## src/rtl/led_matrix_pkg.sv

```systemverilog
// Shared types and constants for the LED matrix scan datapath.
package led_matrix_pkg;

  typedef enum logic [1:0] {
    ST_IDLE,
    ST_BLANK,
    ST_ON,
    ST_SWAP
  } scan_state_t;

  localparam int unsigned NCOLS_DEF = 8;
  localparam int unsigned COL_W     = $clog2(NCOLS_DEF);

endpackage

```

## src/rtl/led_phase_timer.sv

```systemverilog
// Loadable phase down-counter; done when the loaded phase has fully elapsed.
// elapsed counts up from 0 alongside it and saturates, feeding the PWM compare.
module led_phase_timer #(
  parameter int unsigned CNT_W  = 5,
  parameter int unsigned ELAP_W = 4
) (
  input  logic              clk,
  input  logic              reset,
  input  logic              load,
  input  logic [CNT_W-1:0]  load_val,
  output logic              done,
  output logic [ELAP_W-1:0] elapsed
);

  logic [CNT_W-1:0] remaining;

  always_ff @(posedge clk) begin
    if (reset) begin
      remaining <= '0;
      elapsed   <= '0;
    end else if (load) begin
      remaining <= load_val;
      elapsed   <= '0;
    end else if (remaining != '0) begin
      remaining <= remaining - 1'b1;
      if (elapsed != '1) elapsed <= elapsed + 1'b1;
    end
  end

  assign done = (remaining == '0);

endmodule

```

## src/rtl/led_scan_sequencer.sv

```systemverilog
// Column scan timing master: blanking, PWM-gated column drive and
// frame-boundary display-buffer swap handshake.
module led_scan_sequencer
  import led_matrix_pkg::*;
#(
  parameter int unsigned NCOLS      = NCOLS_DEF,
  parameter int unsigned DWELL_LOG2 = 4,
  parameter int unsigned BLANK_CYC  = 2,
  parameter int unsigned BRIGHT_W   = 4
) (
  input  logic                     clk,
  input  logic                     reset,
  input  logic                     enable,
  input  logic [BRIGHT_W-1:0]      brightness,
  input  logic                     swap_req,
  output logic                     swap_ack,
  output logic                     buf_latch,
  output logic [$clog2(NCOLS)-1:0] col_idx,
  output logic [NCOLS-1:0]         col_drive,
  output logic                     blank,
  output logic                     frame_start
);

  localparam int unsigned CW      = $clog2(NCOLS);
  localparam int unsigned ON_CYC  = 1 << DWELL_LOG2;
  localparam int unsigned MAX_LEN = (ON_CYC > BLANK_CYC) ? ON_CYC : BLANK_CYC;
  localparam int unsigned TW      = $clog2(MAX_LEN) + 1;

  localparam logic [CW-1:0] LAST_COL = CW'(NCOLS - 1);
  localparam logic [TW-1:0] BLANK_LD = TW'(BLANK_CYC - 1);
  localparam logic [TW-1:0] ON_LD    = TW'(ON_CYC - 1);

  scan_state_t          state_q, state_d;
  logic [CW-1:0]        col_q, col_d;
  logic [BRIGHT_W-1:0]  bright_q;
  logic                 bright_ld;
  logic                 ack_q, ack_d;
  logic                 fs_q, fs_d;
  logic                 tmr_load, tmr_done;
  logic [TW-1:0]        tmr_val;
  logic [DWELL_LOG2-1:0] on_cnt;
  logic                 pwm_on;

  led_phase_timer #(
    .CNT_W  (TW),
    .ELAP_W (DWELL_LOG2)
  ) u_timer (
    .clk      (clk),
    .reset    (reset),
    .load     (tmr_load),
    .load_val (tmr_val),
    .done     (tmr_done),
    .elapsed  (on_cnt)
  );

  always_ff @(posedge clk) begin
    if (reset) begin
      state_q  <= ST_IDLE;
      col_q    <= '0;
      bright_q <= '0;
      ack_q    <= 1'b0;
      fs_q     <= 1'b0;
    end else begin
      state_q <= state_d;
      col_q   <= col_d;
      ack_q   <= ack_d;
      fs_q    <= fs_d;
      if (bright_ld) bright_q <= brightness;
    end
  end

  // ack_q doubles as the lockout: a request seen while the ack is still high is ignored.
  always_comb begin
    state_d   = state_q;
    col_d     = col_q;
    ack_d     = 1'b0;
    fs_d      = 1'b0;
    bright_ld = 1'b0;
    tmr_load  = 1'b0;
    tmr_val   = BLANK_LD;
    case (state_q)
      ST_IDLE: begin
        col_d = '0;
        if (swap_req && !ack_q) begin
          ack_d = 1'b1;
        end else if (enable) begin
          state_d  = ST_BLANK;
          fs_d     = 1'b1;
          tmr_load = 1'b1;
        end
      end
      ST_BLANK: begin
        if (!enable) begin
          state_d = ST_IDLE;
          col_d   = '0;
        end else if (tmr_done) begin
          state_d   = ST_ON;
          tmr_load  = 1'b1;
          tmr_val   = ON_LD;
          bright_ld = 1'b1;
        end
      end
      ST_ON: begin
        if (!enable) begin
          state_d = ST_IDLE;
          col_d   = '0;
        end else if (tmr_done) begin
          if (col_q != LAST_COL) begin
            state_d  = ST_BLANK;
            col_d    = col_q + 1'b1;
            tmr_load = 1'b1;
          end else if (swap_req && !ack_q) begin
            state_d = ST_SWAP;
            ack_d   = 1'b1;
          end else begin
            state_d  = ST_BLANK;
            col_d    = '0;
            fs_d     = 1'b1;
            tmr_load = 1'b1;
          end
        end
      end
      ST_SWAP: begin
        col_d = '0;
        if (enable) begin
          state_d  = ST_BLANK;
          fs_d     = 1'b1;
          tmr_load = 1'b1;
        end else begin
          state_d = ST_IDLE;
        end
      end
      default: state_d = ST_IDLE;
    endcase
  end

  assign pwm_on = (on_cnt[DWELL_LOG2-1 -: BRIGHT_W] < bright_q);

  always_comb begin
    col_drive = '0;
    if (state_q == ST_ON && pwm_on) col_drive[col_q] = 1'b1;
  end

  assign blank       = (state_q != ST_ON);
  assign col_idx     = col_q;
  assign swap_ack    = ack_q;
  assign buf_latch   = ack_q;
  assign frame_start = fs_q;

endmodule

```

## config.mk

```make
export PLATFORM = sky130hd
export DESIGN_NAME = led_scan_sequencer
export DESIGN_NICKNAME = d
export VERILOG_FILES = /design/src/rtl/led_matrix_pkg.sv /design/src/rtl/led_phase_timer.sv /design/src/rtl/led_scan_sequencer.sv
export SDC_FILE = /design/constraint.sdc
export NUM_CORES = 1
export LEC_CHECK = 0
export CAP_MARGIN = 20
export CORE_AREA = 2 2 67 69
export DETAILED_ROUTE_END_ITERATION = 8
export DIE_AREA = 0 0 69 71
export SYNTH_ARGS = -nofsm -noshare
export SYNTH_HDL_FRONTEND = slang
export SYNTH_SLANG_ARGS = --single-unit
```

## constraint.sdc

```tcl
create_clock -name clk -period 2.1 [get_ports clk]
set_input_delay 0.42 -clock clk [delete_from_list [all_inputs] [get_ports clk]]
set_output_delay 0.42 -clock clk [all_outputs]
set_load 0.05 [all_outputs]
```

Word level (Yosys, flattened, before mapping):

Index checks and enable logic that the tools add are counted.
Widths: inputs -> output; s select.

* word-level logic and storage cells: 81
* input bits: 8
* bits in registers: 20

* $add $sub $neg: 3
* reductions and logical operators: 13
* mux-type cells: 43
* equality and inequality tests: 12
* $lt $le $gt $ge: 3

Operator list (count)
* $mux 1: 18
* $mux 2: 8
* $mux 3: 5
* $mux 4: 3
* $mux 5: 2
* $ne 3x3->1 const B: 3
* $pmux 3 s3: 1
* $mux 8: 1
* $ne 2x2->1 const B: 4
* $ne 4x4->1 const B: 2
* $pmux 2 s4: 1
* $logic_not 5->1: 1
* $reduce_bool 5->1: 1
* $sub 5x1->5 const B: 1
* $add 4x1->4 const B: 1
* $eq 2x2->1 const B: 2
* $lt 3x4->1 const B: 1
* $lt 4x4->1: 1
* $pmux 1 s4: 1
* $reduce_and 4->1: 1
* $reduce_or 2->1: 2
* $add 3x1->3 const B: 1
* $demux 1 s3: 1
* $ge 3x1->1 const B: 1
* 9 further kinds: 11

Logic depth before layout (Yosys ltp):

Gate-level depths: netlist of run 1.

* depth after elaboration: 8
* mapped depth: 7
* depth with buffers taken out: 6

Modules after synthesis:

From an unflattened synthesis of run 1, not the netlist that was laid out.

* cell total of the unflattened synthesis: 139
* area total of the unflattened synthesis: 1228.7 um^2

By module, submodules not included
* led_scan_sequencer: times used 1, cells an instance 87, area an instance 774.5 um^2
* led_phase_timer: times used 1, cells an instance 52, area an instance 454.2 um^2

Worst setup path after synthesis of run 1:

No wires, ideal clock.

* path kind: register to output
* start point: register state_q[0]
* end point: output col_drive[1]
* setup slack: -2013 ps
* buffers on the path: 1
* stages on the path, launching flop included: 6
* arrival: 3693 ps
* data required time: 1680 ps
* cells stage by stage: dfxtp_1 > buf_2 > nand2b_1 > nor2_1 > nand2_1 > a2111oi_0

* longest elaborated chain between the ends: 3

Ends and longest elaborated chain
* from (decl): line led_scan_sequencer.sv:33 `scan_state_t state_q, state_d;`
* from (signal assigned): line led_scan_sequencer.sv:64 `state_q <= state_d;`
* $eq 2x2->1: line led_scan_sequencer.sv:141 `if (state_q == ST_ON && pwm_on) col_drive[col_q] = 1'b1;`
* $logic_and 1x1->1: line led_scan_sequencer.sv:141
* $mux 8: line led_scan_sequencer.sv:141
* to (decl): line led_scan_sequencer.sv:19 `output logic [NCOLS-1:0] col_drive,`

Every way passes these cells.

Final worst setup path of run 1:

* start point: register bright_q[1]
* end point: output col_drive[1]

* longest elaborated chain between the ends: 3

Ends and longest elaborated chain
* from (decl): line led_scan_sequencer.sv:35 `logic [BRIGHT_W-1:0] bright_q;`
* from (signal assigned): line led_scan_sequencer.sv:68 `if (bright_ld) bright_q <= brightness;`
* $lt 4x4->1: line led_scan_sequencer.sv:137 `assign pwm_on = (on_cnt[DWELL_LOG2-1 -: BRIGHT_W] < bright_q);`
* $logic_and 1x1->1: line led_scan_sequencer.sv:141
* $mux 8: line led_scan_sequencer.sv:141

Every way passes these cells.

==> flow_summary_export.csv, run 1 <==
group,metric,value,unit
clock_network,cts_buffer_depth,2,
synthesis,syn_area,1190,um2
detailed_routing,drt_iter0_markers,26,
synthesis,synthFlopType,"dfxtp_1",
timing,relSlewSlack,63.9,%
detailed_routing,antenna_left,0,
timing,rsz0062_at_grt,"true",
power_and_ir_drop,switching_share,36.0,%
detailed_routing,vias_per_cell,5.06,
synthesis,synth_top_area_share,33.5,%
run_status,status,"completed",
detailed_routing,routedWlPerCell,13.7,um
timing,fin_crit_sh,98.7,%
detailed_routing,routed_wl,3020,um
power_and_ir_drop,leakagePower,0.710,nW
critical_path,slowest_stage,"a2111oi_4",
clock_network,cts.htree.levels,1,
power_and_ir_drop,ir_drop,0.667,mV
synthesis,yosysSeqAreaShare,33.5,%
layout,antenna_cells,0,
placed_design,placed_area,1610,um2
die,num_io_pins,23,
clock_network,cts_hold_buf,0,
power_and_ir_drop,power.switching,0.571,mW
detailed_routing,drc,0,
synthesis,async_reset_ff_share,0,%
synthesis,synth_nets,155,
die,num_rows,24,
grt,grt_usage,12.4,%
die,start_util,28.4,%
timing,min_period,2.07,ns
timing,final.setup_skew,0.00681,ns
die,die_area,4900,um2
detailed_routing,first_pass_iters,6,
critical_path,startpoint_type,"flip-flop",
timing,setup_viol,0,
grt,grt_start_max_net_pins,13,
synthesis,synth-edff-count,0,
timing,max_freq,483,MHz
placed_design,io_buffers,22,
synthesis,synth_seq_cells,20,
synthesis,synthDistinctLibCells,39,
timing,tightest_slew,0.540,ns
power_and_ir_drop,p_int,1.01,mW
grt,grt_overflow,0,
clock_network,path_clk_slew,0.08,ns
layout,drive_above_1_share,34.5,%
synthesis,synth_most_common_cell,"dfxtp_1",
clock_network,cts_made_buffers,3,
synthesis,netlist_instances,139,
timing,hold_viol_final,0,
power_and_ir_drop,power.density,881,nW/um2
critical_path,critPathCaptureType,"output port",
grt,grt_pass1_vias,1112,
power_and_ir_drop,combPwrFrac,44.0,%
clock_network,ctsRootBufferMaster,"clkbuf_8",
clock_network,cts_tree,"yes",
critical_path,required,1.68,ns
die,fp.dieW,69,um
layout,finalInstanceArea,1800,um2
timing,hold_ws,0.488,ns
clock_network,cts_sinks,20,
power_and_ir_drop,pwr-share-clk,24.8,%
layout,syn2layout_area_growth,50.5,%
synthesis,synth.top_cells.by_count,"20 x dfxtp_1, 16 x nor2_1, 10 x a21oi_1, 10 x inv_1",
detailed_routing,num_vias,1113,
grt,antenna_found_initial,0,
hold_path,worstHoldPathType,"flip-flop to flip-flop",
job,max-cap-violations,0,
layout,nNetsFinal,185,
critical_path,worstPathCellList,"inv_2 > ha_4 > a21oi_4 > o21bai_2 > a2111oi_4 > buf_12",
placed_design,dp_hpwl,2230,um
synthesis,yosysTopAreaCell,"dfxtp_1",
placed_design,gp_congestion,0.826,
synthesis,syn_area_per_cell,8.60,um2
die,core_area,4200,um2
critical_path,path_class,"flip-flop to output port",
clock_network,clk_latency,0.26,ns
critical_path,cp_slowest_stage_delay,0.35,ns
die,die_h,71,um
synthesis,synthTopCellsByArea,"dfxtp_1 34%, ha_1 8.4%, mux2i_1 7.5%",
timing,finalMaxSlewViolations,0,
power_and_ir_drop,power_frac_seq,31.2,%
synthesis,ys_warn_count,0,
grt,grt_pass1_wl,5070,um
critical_path,worstPathMaxFanout,3,
critical_path,cp_data_arrival_time,1.65,ns
[layer usage]
metal  wire length (um)  track usage (%)  vias up  share of wire, %
li1                   -                -      556                 -
met1               1390             15.9      534                46
met2               1520             21.5       21                50
met3                 90             2.42        2               3.0
met4                 10             3.49        0              0.33
met5                  0                0        -                 0
[layout by cell type, fill, tap and decap left out, types with 2 or more instances in the layout]
cell,Yosys,routed
clkdlybuf4s50_1,0,12
nand4b_1,2,2
buf_4,1,11
nor2_2,0,2
or3_1,3,2
o211ai_1,4,4
xor2_1,2,2
nor3_4,0,5
a21oi_1,10,8
a31oi_1,2,2
mux2i_1,9,9
dfxtp_1,20,12
nand2_2,0,2
ha_4,0,3
o21ai_1,3,4
dfxtp_2,0,8
nor2b_1,2,2
buf_6,1,4
nor2_1,16,14
ha_1,8,5
nor3_1,7,2
nand2_1,9,7
buf_12,0,4
nand2b_4,0,2
clkbuf_8,0,3
inv_1,10,9
nand2b_1,5,3
[power by group through the flow]
stage,clock network [mW],registers (mW),logic (mW)
3_5_place_dp,0,0.497,0.631
5_1_grt,0.412,0.504,0.773
3_3_place_gp,0,0.494,0.606
4_1_cts,0.400,0.490,0.676
2_1_floorplan,0,0.495,0.520
6_report,0.392,0.494,0.698
[timing repair]
action | in CTS | in global routing
gates cloned | 0 | 0
pin swaps | 6 | 6
gates resized for setup | 14 | 8
endpoints found under the hold margin | 0 | 0
setup endpoints to repair | 8 | 9
setup buffers | 1 | 2
[critical path: cells and delay by family (launching register included)]
family	cells	cell delay, ns
AOI/OAI and AO/OA	3	0.61
adders and majority gates	1	0.21
buffers and inverters	2	0.22
DFF	1	0.34
[final timing paths]
| check | from | endpoint | slack (ns) | cells after the start |
|---|---|---|---|---|
| worst max-delay path | bright_q[1] | col_drive[1] | 0.03 | 6 |
| worst min-delay path | bright_q[3] | bright_q[3] | 0.49 | 2 |
| worst max register to register | col_idx[0] | u_timer.remaining[1] | 0.21 | 6 |
| worst min register to register | bright_q[3] | bright_q[3] | 0.49 | 2 |
[final cells by class]
| cell class | instances | area, um2 |
|---|---|---|
| Fill cell | 423 | 2410 |
| Multi-Input combinational cell | 103 | 886 |
| Sequential cell | 20 | 410 |
| Timing Repair Buffer | 31 | 328 |
| Tap cell | 52 | 65.1 |
| Clock buffer | 3 | 41.3 |
| Inverter | 10 | 37.5 |
| Clock inverter | 1 | 30.0 |
[logic make-up (layout without fill, tap and decap cells)]
| group | count (synthesis) | count (layout) | synth area share (%) |
|---|---|---|---|
| simple gates | 51 | 51 | 23.5 |
| flops | 20 | 20 | 33.5 |
| compound gates | 32 | 32 | 18.6 |
| buf+inv | 16 | 45 | 6.28 |
| xor+xnor | 3 | 3 | 2.20 |
| fa+ha+maj | 8 | 8 | 8.38 |
| mux | 9 | 9 | 7.54 |
[state kept, by name, indices dropped and copies added, names as in the netlist]
name               count
buf_latch              1
u_timer.remaining      5
u_timer.elapsed        4
state_q                2
bright_q               4
frame_start            1
col_idx                3
[stage by stage]
| step | TNS [ns] | std cells | setup slack, ns | util (%) | total power [mW] |
|---|---|---|---|---|---|
| after CTS | -0.00295 | 218 | -0.00295 | 41.5 | 1.57 |
| final | 0 | 220 | 0.0277 | 42.8 | 1.58 |
| after global placement | 0 | 213 | 0.149 | 38.3 | 1.10 |
| after global routing | -0.0374 | 220 | -0.0178 | 42.8 | 1.69 |
| after detailed placement | 0 | 213 | 0.117 | 38.3 | 1.13 |
| after floorplan | -0.0376 | 139 | -0.0376 | - | 1.01 |
No activity file was read; power rests on OpenSTA's default activity.
==> run 2, diff against run 1 <==
Settings changed: SETUP_SLACK_MARGIN set to 0.4, SYNTH_HIERARCHICAL set to 1.
==> flow_summary_export.csv, run 2 <==
group,metric,value,unit
run_status,status,"complete, but fails checks",
run_status,failed_checks,"negative setup slack",
layout,final_cell_mix,"23 x buf_4, 10 x nor2_1, 10 x dfxtp_2",
synthesis,synthFlopType,"dfxtp_1",
synthesis,synth_top_family_by_area,"simple AND/OR/NAND/NOR gates",
synthesis,ys_warn_count,6,
synthesis,synth.top_cells.by_count,"20 x dfxtp_1, 11 x a21oi_1, 11 x inv_1, 11 x nand2_1, 10 x nor2_1",
synthesis,synthAdderAreaFrac,7.13,%
layout,drive_above_1_share,58.9,%
power_and_ir_drop,p_int,1.37,mW
timing,final.setup_skew,0.00201,ns
power_and_ir_drop,ir_drop,0.724,mV
synthesis,synth.area.mux_share,4.07,%
detailed_routing,vias_per_cell,5.05,
critical_path,cp_data_arrival_time,1.87,ns
layout,fin_cells,244,
clock_network,cts_sinks,20,
layout,largest_reg_flops,5,
die,fp.dieW,69,um
critical_path,critPathCaptureType,"output port",
die,die_area,4900,um2
detailed_routing,routed_wl,3490,um
clock_network,path_clk_slew,0.08,ns
clock_network,cts_buffer_depth,2,
critical_path,cp_slowest_stage_delay,0.37,ns
placed_design,dp_hpwl,2320,um
timing,setup_viol,8,
clock_network,ctsRootBufferMaster,"clkbuf_8",
synthesis,synthTopCellsByArea,"dfxtp_1 33%, ha_1 7.1%, a21oi_1 4.5%",
power_and_ir_drop,combPwrFrac,60.5,%
synthesis,synth_top_area_share,32.6,%
hold_path,holdPathStages,2,
layout,top_register,"u_timer/remaining",
critical_path,worstPathMaxFanout,4,
layout,nNetsFinal,208,
critical_path,path_buf_inv,2,
critical_path,path_class,"flip-flop to output port",
clock_network,clk_latency,0.26,ns
critical_path,rr_worst_depth,9,
synthesis,synth_compound_area_share,22.1,%
timing,layout_setup_ws,-0.191,ns
critical_path,startpoint_type,"flip-flop",
power_and_ir_drop,leakagePower,0.856,nW
placed_design,gp_congestion,0.834,
timing,max_freq,436,MHz
power_and_ir_drop,power.switching,0.799,mW
clock_network,cts_tree,"yes",
layout,antenna_cells,0,
grt,grt_start_max_net_pins,15,
power_and_ir_drop,switching_share,36.9,%
timing,fin_crit_sh,109,%
timing,finalMaxSlewViolations,0,
detailed_routing,routedWlPerCell,14.3,um
synthesis,yosysSeqAreaShare,32.6,%
synthesis,synth_most_common_cell,"dfxtp_1",
die,num_rows,24,
power_and_ir_drop,power.density,938,nW/um2
die,core_area,4200,um2
hold_path,worstHoldPathType,"flip-flop to flip-flop",
layout,num-fill-cells,372,
timing,min_period,2.29,ns
detailed_routing,num_vias,1233,
synthesis,async_reset_ff_share,0,%
critical_path,path_depth,6,
detailed_routing,first_pass_iters,4,
grt,grt_usage,14.2,%
layout,register_area,424,um2
power_and_ir_drop,power_frac_seq,23.5,%
critical_path,worstPathCellList,"inv_2 > ha_4 > nor4_4 > o21ai_4 > a2111oi_4 > clkbuf_16",
synthesis,syn_area,1230,um2
power_and_ir_drop,pwr-share-clk,16.1,%
layout,post-route-util,54.9,%
placed_design,post-place-ws,0.00965,ns
job,max-cap-violations,0,
synthesis,synth_seq_cells,20,
die,start_util,29.2,%
clock_network,cts.htree.levels,1,
synthesis,synth-xor-area-share,2.85,%
synthesis,syn_area_per_cell,8.84,um2
placed_design,io_buffers,22,
synthesis,synth_nets,154,
power_and_ir_drop,total_power,2.16,mW
die,num_io_pins,23,
clock_network,cts_made_buffers,3,
detailed_routing,drt_iter0_markers,17,
layout,multi_input_area,1100,um2
synthesis,netlist_instances,139,
layout,syn2layout_area_growth,87.9,%
detailed_routing,drc,0,
timing,rsz0062_at_grt,"true",
grt,grt_pass1_vias,1190,
placed_design,dp_cells,216,
layout,layout_commonest_cell,"buf_4",
synthesis,synth-simple-area-share,23.9,%
synthesis,synthDistinctLibCells,45,
critical_path,slowest_stage,"a2111oi_4",
grt,grt_pass1_wl,5720,um
synthesis,synth-edff-count,0,
layout,reg_top3,"u_timer/remaining x5, bright_q x4, u_timer/elapsed x4",
detailed_routing,antenna_left,0,
grt,grt_overflow,0,
critical_path,critPathTopFamily,"compound AO/OA/AOI/OAI gates",
timing,hold_viol_final,0,
grt,antenna_found_initial,0,
critical_path,required,1.68,ns
synthesis,yosysTopAreaCell,"dfxtp_1",
die,die_h,71,um
run 2: cell count changes in the layout (fill, tap and decap cells not counted), sizes merged, moves of 3 or more:
cell,change
nor2,-6
mux2i,-4
dlygate4sd2,+5
clkdlybuf4s50,-5
buf,+21
a211oi,+6
xnor2,+3
nand3b,+3
nor3,-3
nand2,+3
o211ai,-4
run 2: layer usage:
| metal | track usage [%] | share of wire, % |
|---|---|---|
| met1 | 16.9 | 44 |
| met2 | 26.8 | 52 |
| met3 | 2.71 | 3.4 |
| met4 | 2.61 | 0.66 |
| met5 | 0 | 0 |
run 2: power by group through the flow:
stage / Combinational, mW / Sequential, mW / Clock, mW
after floorplan: 0.659 / 0.505 / 0
after global placement: 0.769 / 0.507 / 0
after detailed placement: 0.793 / 0.509 / 0
after CTS: 1.09 / 0.504 / 0.356
after global routing: 1.39 / 0.514 / 0.372
final: 1.31 / 0.508 / 0.348
run 2: per-stage QoR:
step / instance area (um2) / setup TNS [ns] / hold WS (ns)
global route: 2310 / -1.76 / 0.539
detailed placement: 1830 / 0 / 0.490
finish: 2310 / -1.33 / 0.501
CTS: 2160 / -1.30 / 0.508
global placement: 1830 / 0 / 0.480
floorplan: 1450 / -0.0999 / 0.455
run 2: final cells by class:
class / count / area share, %
multi-input combinational: 102 / 47.8
timing repair buffer: 54 / 25.9
sequential: 20 / 18.4
clock buffer: 4 / 2.87
tap: 52 / 2.82
inverter: 12 / 2.28
run 2: tightest hold or removal path: stages, from the launching register on:
cell and delay (ns):
dfxtp_2 0.33, mux2i_1 0.06, nor2_1 0.08
run 2: final timing paths:
path	from	endpoint	slack [ns]
setup / recovery	bright_q[1]	col_drive[1]	-0.19
hold / removal	bright_q[2]	bright_q[2]	0.50
setup reg to reg	u_timer/remaining[0]	u_timer/remaining[1]	0.28
hold reg to reg	bright_q[2]	bright_q[2]	0.50
run 2: repair_timing:
action | 4_1_cts | 5_1_grt
pin swaps | 25 | 12
gates resized for setup | 43 | 14
buffers inserted | 14 | 10
setup endpoints to repair | 34 | 28
hold buffers | 0 | 0
hold endpoints to repair | 0 | 0
run 2: kinds of logic (layout without fill, tap and decap cells):
family | Yosys count | in the layout
and+or+nand+nor | 49 | 49
buffers and inverters | 17 | 70
xor gates and xnor gates | 4 | 4
DFF | 20 | 20
muxes | 5 | 5
AOI/OAI and AO/OA | 35 | 35
other | 2 | 2
adders and majority gates | 7 | 7
